### config.mk
export PLATFORM = sky130hd
export DESIGN_NAME = hall_call_tx
export DESIGN_NICKNAME = d
export VERILOG_FILES = /design/src/rtl/hall_call_tx.sv
export SDC_FILE = /design/constraint.sdc
export NUM_CORES = 1
export LEC_CHECK = 0
export BUFFER_PORTS_ARGS = -buffer_cell sky130_fd_sc_hd__buf_4
export CORE_AREA = 2 2 81 83
export CTS_BUF_LIST = sky130_fd_sc_hd__clkbuf_4
export CTS_CLUSTER_DIAMETER = 50
export CTS_CLUSTER_SIZE = 25
export DETAILED_ROUTE_END_ITERATION = 8
export DIE_AREA = 0 0 83 85
export PLACE_DENSITY = 0.76
export SYNTH_ARGS = -nofsm -noshare
export SYNTH_HDL_FRONTEND = slang
export SYNTH_SLANG_ARGS = --single-unit
### constraint.sdc
create_clock -name clk_i -period 4.25 [get_ports clk_i]
set_clock_uncertainty 0.1 [all_clocks]
set_input_delay 0.425 -clock clk_i [delete_from_list [all_inputs] [get_ports clk_i]]
set_output_delay 0.425 -clock clk_i [all_outputs]
set_load 0.01 [all_outputs]
### src/rtl/hall_call_tx.sv
// Hall-call transmitter: debounces six hall buttons, latches pending calls and lamps,
// and offers them round-robin as 3-bit codes over a valid/ready handshake.
module hall_call_tx #(
    parameter int unsigned DEBOUNCE = 2
) (
    input  logic       clk_i,
    input  logic       rst_i,
    input  logic [5:0] btn_i,
    output logic [2:0] call_code_o,
    output logic       call_valid_o,
    input  logic       call_ready_i,
    input  logic       clr_valid_i,
    input  logic [2:0] clr_code_i,
    output logic [5:0] lamp_o
);

    typedef enum logic [1:0] {
        IDLE,
        OFFER,
        GAP
    } state_e;

    localparam logic [3:0] DEB = 4'(DEBOUNCE);

    function automatic logic [2:0] code_of(input logic [2:0] idx);
        case (idx)
            3'd0:    code_of = 3'b001;
            3'd1:    code_of = 3'b010;
            3'd2:    code_of = 3'b011;
            3'd3:    code_of = 3'b110;
            3'd4:    code_of = 3'b111;
            3'd5:    code_of = 3'b100;
            default: code_of = 3'b000;
        endcase
    endfunction

    state_e     state_q, state_d;
    logic [3:0] cnt_q [6];
    logic [3:0] cnt_d [6];
    logic [5:0] pending_q, pending_d;
    logic [5:0] sent_q, sent_d;
    logic [2:0] ptr_q, ptr_d;
    logic [2:0] sel_q, sel_d;

    logic [5:0] press;
    logic [5:0] clr_hit;
    logic [5:0] eligible;
    logic       win_found;
    logic [2:0] win_idx;
    logic [3:0] cand;
    logic       xfer;

    // The counter saturates at DEBOUNCE, so a held button fires exactly once until released.
    always_comb begin
        press   = '0;
        clr_hit = '0;
        for (int i = 0; i < 6; i++) begin
            cnt_d[i] = cnt_q[i];
            if (!btn_i[i]) begin
                cnt_d[i] = '0;
            end else if (cnt_q[i] != DEB) begin
                cnt_d[i] = cnt_q[i] + 4'd1;
                press[i] = ((cnt_q[i] + 4'd1) == DEB);
            end
            clr_hit[i] = clr_valid_i && (clr_code_i == code_of(3'(i)));
        end
    end

    // Calls being cleared this cycle are masked so IDLE never offers a dying call.
    assign eligible = pending_q & ~sent_q & ~clr_hit;

    always_comb begin
        win_found = 1'b0;
        win_idx   = '0;
        cand      = '0;
        for (int k = 5; k >= 0; k--) begin
            cand = {1'b0, ptr_q} + 4'(k);
            if (cand >= 4'd6) begin
                cand = cand - 4'd6;
            end
            if (eligible[cand[2:0]]) begin
                win_found = 1'b1;
                win_idx   = cand[2:0];
            end
        end
    end

    always_comb begin
        state_d      = state_q;
        sel_d        = sel_q;
        xfer         = 1'b0;
        call_valid_o = 1'b0;
        call_code_o  = 3'b000;
        case (state_q)
            IDLE: begin
                if (win_found) begin
                    sel_d   = win_idx;
                    state_d = OFFER;
                end
            end
            OFFER: begin
                call_valid_o = 1'b1;
                call_code_o  = code_of(sel_q);
                if (call_ready_i) begin
                    xfer    = 1'b1;
                    state_d = GAP;
                end else if (clr_hit[sel_q]) begin
                    state_d = GAP;
                end
            end
            GAP: begin
                state_d = IDLE;
            end
            default: begin
                state_d = IDLE;
            end
        endcase
    end

    always_comb begin
        pending_d = (pending_q | press) & ~clr_hit;
        sent_d    = (sent_q | (xfer ? (6'b000001 << sel_q) : 6'b000000)) & ~clr_hit;
        ptr_d     = ptr_q;
        if (xfer) begin
            ptr_d = (sel_q == 3'd5) ? 3'd0 : sel_q + 3'd1;
        end
    end

    always_ff @(posedge clk_i or posedge rst_i) begin
        if (rst_i) begin
            state_q   <= IDLE;
            pending_q <= '0;
            sent_q    <= '0;
            ptr_q     <= '0;
            sel_q     <= '0;
            for (int i = 0; i < 6; i++) begin
                cnt_q[i] <= '0;
            end
        end else begin
            state_q   <= state_d;
            pending_q <= pending_d;
            sent_q    <= sent_d;
            ptr_q     <= ptr_d;
            sel_q     <= sel_d;
            for (int i = 0; i < 6; i++) begin
                cnt_q[i] <= cnt_d[i];
            end
        end
    end

    assign lamp_o = pending_q;

endmodule

==> results.cfg <==
[yosys]
synthArstFlopShare_pct = 100
ys_seq_elements = 44
ys.flop_type = dfrtp_1
synth.avg_cell_area_um2 = 8.67
synth_edf_count = 0
synth_area_um2 = 3520
synth_warnings = 0
synth_cell_types = 67
synthesis.nets = 447
synthCells = 406
ys_seq_area_share_pct = 31.3

[placed_design]
place_area_um2 = 3720
routabilityCongestion = 0.887
dp_hpwl_um = 5600
io_buffer_count = 22

[timing]
slew-limit-headroom_pct = 54.0
fmax_ghz = 0.271
max_slew.worst_pin.slew_ps = 684
hold_viol_final = 0
holdWs_ps = 67.7
fin_crit_ps = 3700
slew_viol_final = 0
fin_setup_tns_ps = 0
timing.final.crit_share_pct = 86.9
grt_setup_unrepaired = false
setup_viol = 0

[detailed_routing]
drt_first_pass_iters = 4
wl_um = 7280
drt_iter0_markers = 180
vias = 2924
dr_wl_met3_um = 293
drt-vias-per-instance = 5.84
postRouteAntennaNets = 0
drc = 0
met2WireLength_um = 3600
wl_per_cell_um = 14.5
highest_layer = met4
met1Wirelength_um = 3270

[status]
outcome = finished clean

[final_layout]
layout_commonest_cell = dfrtp_1
drive_gt1_share_pct = 11.1
nets = 464
diodes = 0
syn_to_final_growth_pct = 7.04
final_area_um2 = 3770
mostFrequentLayoutCells = dfrtp_1 (44), nor2_1 (33), inv_1 (30)

[pwr]
seqPwrFrac_pct = 26.0
power_mw = 2.91
pwr-share-clk_pct = 6.8
swShare_pct = 48.3
combPwrFrac_pct = 67.2
p_switching_mw = 1.41
p_per_area_nw_per_um2 = 772
p_leak_nw = 1.74
ir_worst_vdd_v = 0.000402
power.internal_mw = 1.50

[worst_setup_path]
critical_path_required_ps = 4410
reg2reg_from = ptr_q[1]
end_kind = flip-flop
crit_chain = inv_1, ha_1, and2_1, a311o_1, a211oi_1, o32a_1, nand2b_4, o41ai_4, nor2_1, a221o_1
cp-start-kind = flip-flop
max_stage_delay_ps = 630
slowest_stage = dfrtp_1
rrSetupSlack_ps = 550
cp_data_arrival_time_ps = 3850
r2r_cells = 10
critPathMaxFanout = 14
crit_buf_inv = 1
criticalPathCategory = flip-flop to flip-flop
crit_family = compound AO/OA/AOI/OAI gates
r2r_end = sel_q[1]

[die]
initial_utilization_pct = 56.7
fp.dieW_um = 83
design.die.area_um2 = 7060
rows = 29
core-area_um2 = 6200
die_h_um = 85
ios = 23

[clock_tree]
cts_tree = built
clk_pin_slew_ps = 140
post_cts_resized = 0
clockBufferDepth = 2
clock_latency_ps = 370
clockRootBuffer = clkbuf_4
htreeDepth = 2
cts_hold_buf = 0
cts.sinks = 44
postCtsSetupRepairBufs = 0
numCtsBuffers = 5

[global_route]
antenna_found_initial = 0
grt_pass1_vias = 2819
grt_max_degree = 45
grt_pass1_wl_um = 12700
grt_usage_pct = 21.6
overflow = 0

[worst_hold_path]
hp-class = primary input to asynchronous set/reset pin

[job]
cap_viol_max_count = 0
==> cell type report <==
class                   instances  area (um^2)
clock inverters                 3         13.8
fillers                       567         2440
repair buffers                 24          180
inverters                      31          116
clock buffers                   5         37.5
multi-input cells             317         2220
well taps                      77         96.3
flip-flops and latches         44         1100
==> metrics by stage <==
stage	cells	worst slack [ps]	util [%]
finish	501	555	60.7
CTS	501	577	60.7
detailed placement	493	609	59.9
floorplan	406	1140	-
global placement	493	782	59.9
global route	501	267	60.7
==> cells in the mapped netlist, types with 4 or more instances <==
| cell | count | area [um^2] |
|---|---|---|
| clkbuf_1 | 6 | 22.5 |
| dfrtp_1 | 44 | 1100 |
| nand3_1 | 14 | 70.1 |
| nand2_1 | 29 | 109 |
| nor2_1 | 33 | 124 |
| ha_1 | 28 | 350 |
| mux2i_1 | 4 | 40.0 |
| xor2_1 | 8 | 70.1 |
| a211oi_1 | 4 | 30.0 |
| and2_1 | 19 | 119 |
| nor2b_1 | 10 | 62.6 |
| inv_1 | 31 | 116 |
| a31oi_1 | 5 | 31.3 |
| o21ai_0 | 24 | 120 |
| a41oi_1 | 6 | 52.6 |
| o21a_1 | 6 | 45.0 |
| o211a_1 | 6 | 60.1 |
| a21oi_1 | 20 | 100 |
| xnor2_1 | 11 | 96.3 |
| nand2b_1 | 16 | 100 |
| buf_2 | 4 | 20.0 |
| nor3_1 | 10 | 50.1 |
==> routing by layer <==
layer	up-vias	global-route usage (%)
met1	1392	27.7
met3	10	3.60
met4	0	7.60
met2	54	37.3
li1	1468	-
met5	-	0
==> worst max-delay path by stage <==
| stage | slack (ps) | depth (start not counted) | startpoint | endpoint |
|---|---|---|---|---|
| floorplan | 1140 | 11 | ptr_q[1] | sel_q[1] |
| global placement | 780 | 10 | ptr_q[1] | sel_q[1] |
| detailed placement | 610 | 10 | ptr_q[1] | sel_q[1] |
| CTS | 580 | 10 | ptr_q[1] | sel_q[1] |
| global route | 270 | 10 | ptr_q[1] | sel_q[1] |
| finish | 550 | 10 | ptr_q[1] | sel_q[1] |
==> kinds of logic after synthesis <==
group	Yosys count	share of synthesized area, %
adders and majority gates	28	9.95
DFF	44	31.3
xor gates and xnor gates	19	4.73
buffers and inverters	45	5.58
AOI/OAI and AO/OA	102	20.7
muxes	6	2.10
and+or+nand+nor	162	25.6
==> power by group through the flow <==
| stage | logic (mW) | registers (mW) | clock network, mW |
|---|---|---|---|
| 6_report | 1.96 | 0.756 | 0.199 |
| 5_1_grt | 2.19 | 0.785 | 0.224 |
| 4_1_cts | 1.95 | 0.754 | 0.203 |
| 3_5_place_dp | 1.94 | 0.763 | 0 |
| 3_3_place_gp | 1.89 | 0.755 | 0 |
| 2_1_floorplan | 1.55 | 0.706 | 0 |
==> flip-flops by register name, indices dropped and copies added (netlist names) <==
signal and cells:
ptr_q 3, sent_q 6, sel_q 3, state_q 2
lamp_o 6, cnt_q 24
==> tightest hold or removal path: cells and delay by family <==
family	cells	cell delay, ps
buffers and inverters	3	590
(Power assumes the default switching activity.)
